===== src/rtl/sift_pixel_streamer.sv =====
// Raster pixel source: reads a stored frame from synchronous memory and drives a gapless
// one-pixel-per-clock stream, followed by zero flush pixels that drain the window line buffers.
//   state | meaning
//   IDLE  | waiting for istart, no reads
//   READ  | issuing one memory read per clock
//   DRAIN | last read in flight
//   FLUSH | emitting FLUSH_LEN zero pixels
module sift_pixel_streamer #(
    parameter int IMG_W     = 640,
    parameter int IMG_H     = 480,
    parameter int DATA_W    = 9,
    parameter int ADDR_W    = 19,
    parameter int FLUSH_LEN = 2*IMG_W+2
) (
    input  logic                     iclk,
    input  logic                     irst_n,
    input  logic                     istart,
    input  logic                     iabort,
    output logic [ADDR_W-1:0]        ordaddr,
    output logic                     ordreq,
    input  logic [DATA_W-1:0]        irddata,
    output logic [DATA_W-1:0]        odata,
    output logic                     ovalid,
    output logic [$clog2(IMG_W)-1:0] ocol,
    output logic [$clog2(IMG_H)-1:0] orow,
    output logic                     osof,
    output logic                     oeol,
    output logic                     oeof,
    output logic                     oflush,
    output logic                     obusy,
    output logic                     odone
);

    localparam int CW = $clog2(IMG_W);
    localparam int RW = $clog2(IMG_H);
    localparam int FW = $clog2(FLUSH_LEN+1);
    localparam logic [ADDR_W-1:0] ADDR_LAST  = ADDR_W'(IMG_W*IMG_H-1);
    localparam logic [CW-1:0]     COL_LAST   = CW'(IMG_W-1);
    localparam logic [RW-1:0]     ROW_LAST   = RW'(IMG_H-1);
    localparam logic [FW-1:0]     FLUSH_LOAD = FW'(FLUSH_LEN-1);

    typedef enum logic [1:0] {IDLE, READ, DRAIN, FLUSH} state_t;

    state_t          state;
    state_t          state_nxt;
    logic            rd_vld;
    logic [FW-1:0]   flush_cnt;
    logic [CW-1:0]   pix_col;
    logic [RW-1:0]   pix_row;
    logic            flush_last;

    assign flush_last = (flush_cnt == '0);
    assign obusy      = (state != IDLE);

    always_ff @(posedge iclk or negedge irst_n) begin
        if (!irst_n) begin
            state <= IDLE;
        end else if (iabort) begin
            state <= IDLE;
        end else begin
            state <= state_nxt;
        end
    end

    always_comb begin
        state_nxt = state;
        case (state)
            IDLE:    if (istart) state_nxt = READ;
            READ:    if (ordaddr == ADDR_LAST) state_nxt = DRAIN;
            DRAIN:   state_nxt = FLUSH;
            FLUSH:   if (flush_last) state_nxt = IDLE;
            default: state_nxt = IDLE;
        endcase
    end

    always_ff @(posedge iclk or negedge irst_n) begin
        if (!irst_n) begin
            ordaddr   <= '0;
            ordreq    <= 1'b0;
            rd_vld    <= 1'b0;
            flush_cnt <= '0;
            pix_col   <= '0;
            pix_row   <= '0;
            odata     <= '0;
            ovalid    <= 1'b0;
            ocol      <= '0;
            orow      <= '0;
            osof      <= 1'b0;
            oeol      <= 1'b0;
            oeof      <= 1'b0;
            oflush    <= 1'b0;
            odone     <= 1'b0;
        end else if (iabort) begin
            ordaddr   <= '0;
            ordreq    <= 1'b0;
            rd_vld    <= 1'b0;
            flush_cnt <= '0;
            pix_col   <= '0;
            pix_row   <= '0;
            odata     <= '0;
            ovalid    <= 1'b0;
            ocol      <= '0;
            orow      <= '0;
            osof      <= 1'b0;
            oeol      <= 1'b0;
            oeof      <= 1'b0;
            oflush    <= 1'b0;
            odone     <= 1'b0;
        end else begin
            ordreq  <= (state_nxt == READ);
            ordaddr <= (state == READ && state_nxt == READ) ? ordaddr + ADDR_W'(1) : '0;
            // rd_vld marks the cycle irddata holds the word addressed one edge earlier
            rd_vld  <= ordreq;
            odata   <= rd_vld ? irddata : '0;
            ovalid  <= rd_vld;
            ocol    <= rd_vld ? pix_col : '0;
            orow    <= rd_vld ? pix_row : '0;
            osof    <= rd_vld && pix_col == '0 && pix_row == '0;
            oeol    <= rd_vld && pix_col == COL_LAST;
            oeof    <= rd_vld && pix_col == COL_LAST && pix_row == ROW_LAST;
            oflush  <= (state == FLUSH);
            odone   <= (state == FLUSH) && flush_last;

            if (rd_vld) begin
                if (pix_col == COL_LAST) begin
                    pix_col <= '0;
                    pix_row <= (pix_row == ROW_LAST) ? '0 : pix_row + RW'(1);
                end else begin
                    pix_col <= pix_col + CW'(1);
                end
            end

            if (state == DRAIN) begin
                flush_cnt <= FLUSH_LOAD;
            end else if (state == FLUSH && !flush_last) begin
                flush_cnt <= flush_cnt - FW'(1);
            end
        end
    end

endmodule

===== config.mk =====
export PLATFORM = sky130hd
export DESIGN_NAME = sift_pixel_streamer
export DESIGN_NICKNAME = d
export VERILOG_FILES = /design/src/rtl/sift_pixel_streamer.sv
export SDC_FILE = /design/constraint.sdc
export NUM_CORES = 1
export LEC_CHECK = 0
export CAP_MARGIN = 10
export CORE_ASPECT_RATIO = 0.7
export CORE_MARGIN = 10
export CORE_UTILIZATION = 53
export DETAILED_ROUTE_END_ITERATION = 16
export PLACE_DENSITY = 0.83
export SYNTH_ARGS = -nofsm -noshare
export SYNTH_HDL_FRONTEND = slang
export SYNTH_SLANG_ARGS = --single-unit
export TNS_END_PERCENT = 30

===== constraint.sdc =====
create_clock -name iclk -period 2.6 [get_ports iclk]
set_input_delay 0.78 -clock iclk [delete_from_list [all_inputs] [get_ports iclk]]
set_output_delay 0.78 -clock iclk [all_outputs]
set_load 0.05 [all_outputs]

==> impl_metrics.env, run 1 <==
export IMPL_outcome="finished clean"
export IMPL_syn_area_mm2=0.00389
export IMPL_worstPathCellList="clkdlybuf4s50_1"
export IMPL_clk_pin_slew_ns=0.09
export IMPL_synth_area_leader_cell="dfrtp_1"
export IMPL_vdd_ir_drop_max_mv=0.306
export IMPL_rsz0062_at_grt="false"
export IMPL_rr_worst_depth=4
export IMPL_startpoint_type="flop"
export IMPL_grt_max_degree=53
export IMPL_power_density_mw_per_mm2=494
export IMPL_power_frac_clock_pct=37.5
export IMPL_arrival_ns=1.73
export IMPL_slew_viol_final=0
export IMPL_min_period_over_period_pct=96.5
export IMPL_cp_depth=1
export IMPL_required_ns=1.82
export IMPL_utilization_pct=67.5
export IMPL_wl_met3_um=766
export IMPL_path_class="flop to output port"
export IMPL_dpl_instance_area_mm2=0.00469
export IMPL_design_die_area_mm2=0.0112
export IMPL_io_buffers=67
export IMPL_crit_buf_inv=1
export IMPL_post_dp_hpwl_um=6390
export IMPL_synth_net_count=394
export IMPL_reg2reg_slack_ns=0.43
export IMPL_cts_htree_levels=3
export IMPL_post_place_ws_ns=0.121
export IMPL_crit_start="ordaddr[4]"
export IMPL_wirelength_um=8800
export IMPL_crit_end="ordaddr[4]"
export IMPL_path_max_fanout=7
export IMPL_r2r_end="state[1]"
export IMPL_drt_iter0_drc=241
export IMPL_wl_met2_um=4200
export IMPL_setup_violations=0
export IMPL_synth_distinct_cells=45
export IMPL_fin_cells=551
export IMPL_swShare_pct=26.2
export IMPL_io_pins=68
export IMPL_highest_signal_layer="met4"
export IMPL_cts_tree="done"
export IMPL_overflow=0
export IMPL_rows=26
export IMPL_fin_ws_ns=0.0907
export IMPL_async_flop_share_pct=100
export IMPL_dp_cells=535
export IMPL_synth_main_ff_cell="dfrtp_1"
export IMPL_vias_per_cell=5.61
export IMPL_fin_skew_ns=0.00721
export IMPL_post_cts_buffers=0
export IMPL_ctsLongestPathBuffers=2
export IMPL_timing_setup_tns_ns=0
export IMPL_synth_top_cell_area_share_pct=55.9
export IMPL_antenna_cells=0
export IMPL_rr_startpoint="flush_cnt[4]"
export IMPL_ant_nets=0
export IMPL_first_global_vias=3084
export IMPL_fp_dieW_um=122
export IMPL_max_cap_violations=0
export IMPL_clock_fmax_mhz=399
export IMPL_grtUsageTotal_pct=16.7
export IMPL_holdCritPathClass="input port to async pin"
export IMPL_synth_area_top_cells="dfrtp_1 (56%), and2_1 (4.0%), nor2_1 (3.8%)"
export IMPL_cts_hold_buf=0
export IMPL_grt_pass1_wl_um=15200
export IMPL_crit_family="buffers and inverters"
export IMPL_antenna_found_initial=0
export IMPL_maxSlewHeadroom_pct=51.9
export IMPL_pwr_share_comb_pct=5.5
export IMPL_vias=3090
export IMPL_wl_met1_um=3700
export IMPL_nNetsFinal=467
export IMPL_tightest_slew_ns=0.722
export IMPL_clock_sinks=87
export IMPL_leakagePower_nw=2.08
export IMPL_synth_edf_count=0
export IMPL_design_area_mm2=0.00487
export IMPL_clockRootBuffer="clkbuf_8"
export IMPL_power_frac_seq_pct=57.0
export IMPL_ys_seq_area_share_pct=55.9
export IMPL_start_util_pct=53.9
export IMPL_clock_latency_ns=0.37
export IMPL_core_mm2=0.00722
export IMPL_drtPass1Iterations=4
export IMPL_synth_seq_cells=87
export IMPL_max_stage_delay_ns=0.87
export IMPL_cts_made_buffers=9
export IMPL_synthCells=375
export IMPL_syn_avg_cell_area_um2=10.4
export IMPL_yosysMostFrequentCell="dfrtp_1"
export IMPL_cp_slowest_cell="clkdlybuf4s50_1"
export IMPL_yosysWarnings=0
export IMPL_final_layout_size_suffix_gt1_share_pct=6.84
export IMPL_p_int_w=0.00178
export IMPL_switchingPower_w=0.000630
export IMPL_endpoint_kind="output port"
export IMPL_wire_per_inst_um=16.0
export IMPL_die_y_um=91.7
export IMPL_min_period_ns=2.51
export IMPL_drc=0
export IMPL_ys_top_cells_by_count="dfrtp_1 (87), nor2_1 (39), nand2_1 (26), and2_1 (25), a21oi_1 (19)"
export IMPL_hold_violations=0
export IMPL_globalplace_congestion=0.934
export IMPL_synthToLayoutAreaGrowth_pct=25.2
==> cell type report <==
cell class,count,area (µm²)
timing repair buffer,72,717
clock inverter,7,63.8
multi-input combinational,262,1610
sequential,87,2180
tap,98,123
inverter,16,60.1
fill,587,2350
clock buffer,9,124
==> routing by layer <==
layer / up-vias / global-route usage, %
met5: - / 0
met4: 0 / 6.16
met3: 19 / 6.18
met2: 107 / 25.4
met1: 1489 / 21.3
li1: 1475 / -
==> cells in the final DEF (no fill, tap or decap), drive strengths merged, types with 7 or more instances in the layout <==
cell           synthesis  routed
a21oi                 19      19
xnor2                 11      11
inv                   16      20
nor4                   7       7
xor2                  11      11
nand2                 26      26
o21ai                 11      11
nor2                  39      39
clkdlybuf4s50          0      65
nor3                   9       9
or3                   11      11
clkbuf                 7       9
dfrtp                 87      87
and2                  25      25
o31ai                  9       9
nand3                 17      17
nand4                 12      12
or4                   12      12
==> flip-flops by register name (all words and copies together), names as in the netlist <==
name / cells
ordaddr: 19
flush_cnt: 11
ocol: 10
pix_col: 10
odata: 9
orow: 9
pix_row: 9
state: 2
odone: 1
oeof: 1
oeol: 1
oflush: 1
ordreq: 1
osof: 1
ovalid: 1
rd_vld: 1
==> worst min-delay path by stage <==
| stage | endpoint | start | depth (start not counted) | slack [ns] |
|---|---|---|---|---|
| after floorplan | flush_cnt[0] | irst_n | 0 | 0.48 |
| after global placement | rd_vld | ordreq | 1 | 0.52 |
| after detailed placement | rd_vld | ordreq | 1 | 0.51 |
| after CTS | odata[3] | irst_n | 1 | 0.36 |
| after global routing | odata[6] | irst_n | 1 | 0.36 |
| final | odata[3] | irst_n | 1 | 0.35 |
==> timing repair <==
action	in CTS	in global routing
endpoints found under the setup margin	1	0
endpoints found under the hold margin	0	0
gates resized for setup	1	0
==> logic make-up after synthesis <==
kind of cell    Yosys count  share of synthesized area (%)
compound gates           54                           8.84
simple gates            180                           25.6
fa+ha+maj                 6                           1.93
xor+xnor                 22                           4.95
buf+inv                  26                           2.76
flops                    87                           55.9
==> power groups by stage <==
stage          clock [W]  sequential, W  combinational, W
6_report        0.000902        0.00137          0.000133
5_1_grt         0.000991        0.00137          0.000147
4_1_cts         0.000917        0.00137          0.000136
3_5_place_dp           0        0.00140          0.000137
3_3_place_gp           0        0.00140          0.000134
2_1_floorplan          0        0.00142         0.0000367
==> through the flow <==
step	total power, W	hold WS [ns]
6_report	0.00241	0.349
5_1_grt	0.00251	0.364
4_1_cts	0.00242	0.364
3_5_place_dp	0.00153	0.508
3_3_place_gp	0.00153	0.520
2_1_floorplan	0.00146	0.484
No activity file was read; power rests on OpenSTA's default activity.
==> inputs of run 2 (changes only) <==
Settings changed: GPL_TIMING_DRIVEN set to 0.
==> impl_metrics.env, run 2 (synthesized netlist as in run 1, its figures left out) <==
export IMPL_reg2reg_slack_ns=0.41
export IMPL_cts_hold_buf=0
export IMPL_power_density_mw_per_mm2=505
export IMPL_leakagePower_nw=2.10
export IMPL_startpoint_type="flop"
export IMPL_required_ns=1.82
export IMPL_final_layout_size_suffix_gt1_share_pct=7.17
export IMPL_largest_reg_flops=19
export IMPL_clock_latency_ns=0.36
export IMPL_first_global_vias=3076
export IMPL_tightest_slew_ns=0.525
export IMPL_path_class="flop to output port"
export IMPL_die_y_um=91.7
export IMPL_most_common_layout_cells="dfrtp_1 (87), clkdlybuf4s50_1 (65), nor2_1 (39), nand2_1 (26), and2_1 (25)"
export IMPL_arrival_ns=1.71
export IMPL_endpoint_kind="output port"
export IMPL_design_die_area_mm2=0.0112
export IMPL_globalplace_congestion=0.879
export IMPL_outcome="finished clean"
export IMPL_crit_end="obusy"
export IMPL_drt_iter0_drc=195
export IMPL_fin_skew_ns=0.0125
export IMPL_seqCellArea_mm2=0.00218
export IMPL_io_pins=68
export IMPL_final_common_cell="dfrtp_1"
export IMPL_cts_made_buffers=9
export IMPL_path_max_fanout=10
export IMPL_rr_startpoint="flush_cnt[0]"
export IMPL_overflow=0
export IMPL_r2r_end="flush_cnt[9]"
export IMPL_worstPathCellList="clkbuf_1 > or2_2 > clkdlybuf4s15_1"
export IMPL_slew_viol_final=0
export IMPL_maxSlewHeadroom_pct=64.9
export IMPL_antenna_found_initial=0
export IMPL_rsz0062_at_grt="false"
export IMPL_wirelength_um=8710
export IMPL_rows=26
export IMPL_core_mm2=0.00722
export IMPL_vias=3142
export IMPL_largest_register="ordaddr"
export IMPL_clock_sinks=87
export IMPL_ant_nets=0
export IMPL_rr_worst_depth=6
export IMPL_clk_pin_slew_ns=0.09
export IMPL_vdd_ir_drop_max_mv=0.313
export IMPL_wire_per_inst_um=15.6
export IMPL_fp_dieW_um=122
export IMPL_grt_max_degree=60
export IMPL_post_dp_hpwl_um=6350
export IMPL_crit_start="state[1]"
export IMPL_ctsLongestPathBuffers=2
export IMPL_cts_tree="done"
export IMPL_max_stage_delay_ns=0.46
export IMPL_cp_slowest_cell="clkdlybuf4s15_1"
export IMPL_hold_violations=0
export IMPL_clockRootBuffer="clkbuf_8"
export IMPL_antenna_cells=0
export IMPL_min_period_ns=2.49
export IMPL_drtPass1Iterations=5
export IMPL_largestRegisters="ordaddr (19), flush_cnt (11)"
export IMPL_n_fill_cell=579
export IMPL_synthToLayoutAreaGrowth_pct=26.7
export IMPL_grt_pass1_wl_um=14900
export IMPL_min_period_over_period_pct=95.7
export IMPL_power_w=0.00249
export IMPL_setup_violations=0
export IMPL_vias_per_cell=5.63
export IMPL_max_cap_violations=0
export IMPL_start_util_pct=53.9
export IMPL_clock_fmax_mhz=402
export IMPL_timing_setup_tns_ns=0
export IMPL_holdCritPathClass="input port to async pin"
export IMPL_cts_htree_levels=3
export IMPL_grtUsageTotal_pct=16.2
export IMPL_multiInputGateArea_mm2=0.00161
export IMPL_drc=0
export IMPL_io_buffers=67
export IMPL_nNetsFinal=474
run 2: worst min-delay path by stage:
| stage | startpoint | slack, ns | endpoint |
|---|---|---|---|
| floorplan | irst_n | 0.48 | flush_cnt[0] |
| global placement | ordaddr[0] | 0.52 | ordaddr[0] |
| detailed placement | ordreq | 0.53 | rd_vld |
| CTS | irst_n | 0.33 | odata[1] |
| global route | irst_n | 0.34 | odata[3] |
| finish | irst_n | 0.32 | odata[1] |
run 2: layout make-up:
type,count,area share (%)
Clock inverter,6,1.52
Inverter,16,1.22
Timing Repair Buffer,69,14.3
Buffer,10,0.964
Multi-Input combinational cell,262,32.6
Clock buffer,10,2.79
Sequential cell,87,44.1
Tap cell,98,2.49
run 2: timing repair:
item | 4_1_cts | 5_1_grt
buffers inserted | 0 | 1
gates resized for setup | 1 | 3
cloned | 0 | 0
pin swaps | 0 | 1
endpoints found under the setup margin | 1 | 4
run 2: metrics by stage:
step	cells	hold WS, ns	worst slack (ns)	util (%)	instance area, µm²
after detailed placement	541	0.526	-0.350	65.2	4710
after global routing	558	0.337	0.00645	68.3	4930
final	558	0.325	0.111	68.3	4930
after CTS	557	0.329	0.0362	68.2	4920
after global placement	540	0.518	-2.26	64.9	4690
after floorplan	375	0.484	0.385	-	3890
run 2: per-layer routing:
metal  up-vias  global-route usage [%]  routed length (µm)
met5         -                       0                   0
met4         0                    5.68                 102
met3         8                    5.57                 746
met2       112                    25.2                4110
met1      1528                    20.5                3750
li1       1494                       -                   -
run 2: worst max-delay path: cells and delay by family (launching register included):
kind | cells | cell delay, ns
buffers and inverters | 2 | 0.67
AND/OR/NAND/NOR | 1 | 0.33
flip-flops | 1 | 0.36
run 2: power by group:
| part | total (W) | switching, W | internal (W) |
|---|---|---|---|
| Sequential | 0.00137 | 0.00000921 | 0.00136 |
| Clock | 0.000983 | 0.000500 | 0.000483 |
| Combinational | 0.000136 | 0.0000897 | 0.0000460 |
==> inputs of run 3 (changes only) <==
==> constraint.sdc (replaced) <==
create_clock -name iclk -period 2.6 [get_ports iclk]
set_input_delay 0.52 -clock iclk [delete_from_list [all_inputs] [get_ports iclk]]
set_output_delay 0.52 -clock iclk [all_outputs]
set_load 0.05 [all_outputs]
==> impl_metrics.env, run 3 (synthesized netlist as in run 1, its figures left out) <==
export IMPL_start_util_pct=53.9
export IMPL_slew_viol_final=0
export IMPL_fp_dieW_um=122
export IMPL_antenna_found_initial=0
export IMPL_core_mm2=0.00722
export IMPL_leakagePower_nw=2.11
export IMPL_nNetsFinal=473
export IMPL_fin_skew_ns=0.0122
export IMPL_grt_busiest_layer="met2"
export IMPL_most_common_layout_cells="dfrtp_1 (87), clkdlybuf4s50_1 (65), nor2_1 (39), nand2_1 (26), and2_1 (25)"
export IMPL_io_pins=68
export IMPL_io_buffers=67
export IMPL_seqCellArea_mm2=0.00218
export IMPL_wirelength_um=8690
export IMPL_min_period_over_period_pct=89.7
export IMPL_startpoint_type="input port"
export IMPL_clock_sinks=87
export IMPL_synthToLayoutAreaGrowth_pct=26.5
export IMPL_design_die_area_mm2=0.0112
export IMPL_power_frac_clock_pct=39.5
export IMPL_max_stage_delay_ns=0.55
export IMPL_worstPathCellList="clkdlybuf4s50_1 > inv_1 > nand2_1 > inv_1 > nand4_1 > or4_1 > o211ai_1"
export IMPL_path_max_fanout=7
export IMPL_grtUsageMet2_pct=25.2
export IMPL_vdd_ir_drop_max_mv=0.314
export IMPL_required_ns=2.88
export IMPL_clk_pin_slew_ns=0.09
export IMPL_holdCritPathClass="input port to async pin"
export IMPL_p_int_w=0.00189
export IMPL_globalplace_congestion=0.879
export IMPL_overflow=0
export IMPL_cts_made_buffers=9
export IMPL_post_dp_hpwl_um=6350
export IMPL_path_class="input port to flop"
export IMPL_n_fill_cell=577
export IMPL_cts_htree_levels=3
export IMPL_antenna_cells=0
export IMPL_fin_ws_ns=0.268
export IMPL_drtPass1Iterations=5
export IMPL_die_y_um=91.7
export IMPL_ant_nets=0
export IMPL_post_place_ws_ns=-0.0900
export IMPL_swShare_pct=24.0
export IMPL_clockRootBuffer="clkbuf_8"
export IMPL_largest_register="ordaddr"
export IMPL_clock_latency_ns=0.37
export IMPL_vias_per_cell=5.67
export IMPL_setup_violations=0
export IMPL_post_cts_buffers=0
export IMPL_cts_tree="done"
export IMPL_rsz0062_at_grt="false"
export IMPL_drc=0
export IMPL_hold_violations=0
export IMPL_clock_fmax_mhz=429
export IMPL_first_global_vias=3076
export IMPL_cp_slowest_cell="or4_1"
export IMPL_met1_usage_pct=20.5
export IMPL_fin_cells=557
export IMPL_grtUsageMet3_pct=5.57
export IMPL_arrival_ns=2.61
export IMPL_endpoint_kind="flop"
export IMPL_dp_cells=541
export IMPL_largestRegisters="ordaddr (19), flush_cnt (11)"
export IMPL_rows=26
export IMPL_drt_iter0_drc=212
export IMPL_ctsLongestPathBuffers=2
export IMPL_switchingPower_w=0.000598
export IMPL_largest_reg_flops=19
export IMPL_maxSlewHeadroom_pct=64.9
export IMPL_grt_pass1_wl_um=14900
export IMPL_cts_hold_buf=0
export IMPL_max_cap_violations=0
export IMPL_wire_per_inst_um=15.6
export IMPL_cts_resized=0
export IMPL_min_period_ns=2.33
export IMPL_crit_top_cell="inv_1"
export IMPL_vias=3157
export IMPL_pwr_share_comb_pct=5.5
export IMPL_timing_setup_tns_ns=0
export IMPL_power_frac_seq_pct=55.1
export IMPL_grtUsageTotal_pct=16.2
export IMPL_power_density_mw_per_mm2=505
export IMPL_tightest_slew_ns=0.524
export IMPL_power_w=0.00249
export IMPL_crit_family="buffers and inverters"
export IMPL_final_common_cell="dfrtp_1"
export IMPL_final_layout_size_suffix_gt1_share_pct=6.54
export IMPL_multiInputGateArea_mm2=0.00161
export IMPL_outcome="finished clean"
export IMPL_grt_max_degree=60
export IMPL_whs_ns=0.0633
export IMPL_crit_buf_inv=3
[run 3: cell count changes in the layout (fill, tap and decap cells not counted)]
cell             change
clkdlybuf4s15_1      -1
inv_2                -2
buf_4                -1
inv_1                +2
dlymetal6s2s_1       +1
[run 3: layer usage]
| layer | vias up | routed length [µm] |
|---|---|---|
| li1 | 1492 | - |
| met1 | 1539 | 3750 |
| met2 | 115 | 4110 |
| met3 | 11 | 708 |
| met4 | 0 | 115 |
| met5 | - | 0 |
[run 3: through the flow]
| step | utilization, % | instance area (µm²) |
|---|---|---|
| after CTS | 68.2 | 4920 |
| after floorplan | - | 3890 |
| after detailed placement | 65.2 | 4710 |
| after global routing | 68.2 | 4930 |
| after global placement | 64.9 | 4690 |
| final | 68.2 | 4930 |
[run 3: final timing paths]
path / startpoint / endpoint / slack [ns] / cells after the start
setup / recovery: iabort / pix_row[7] / 0.27 / 7
hold / removal: irst_n / odata[1] / 0.06 / 1
setup reg to reg: flush_cnt[0] / flush_cnt[9] / 0.41 / 6
hold reg to reg: ordreq / rd_vld / 0.54 / 1
max in group asynchronous: irst_n / state[1] / 1.93 / 2
min in group iclk: ordreq / rd_vld / 0.54 / 1
[run 3: power by group through the flow]
stage          combinational (W)  sequential (W)  clock (W)
3_3_place_gp            0.000132         0.00140          0
2_1_floorplan          0.0000367         0.00142          0
4_1_cts                 0.000139         0.00137    0.00102
3_5_place_dp            0.000139         0.00140          0
5_1_grt                 0.000150         0.00137    0.00108
6_report                0.000136         0.00137   0.000982
[run 3: area by class of cell]
class                      count  area share (%)
clock inverter                 6            1.52
timing repair buffer          68            14.2
buffer                        10           0.965
multi-input combinational    262            32.7
inverter                      16            1.22
clock buffer                  10            2.79
tap                           98            2.49
sequential                    87            44.2
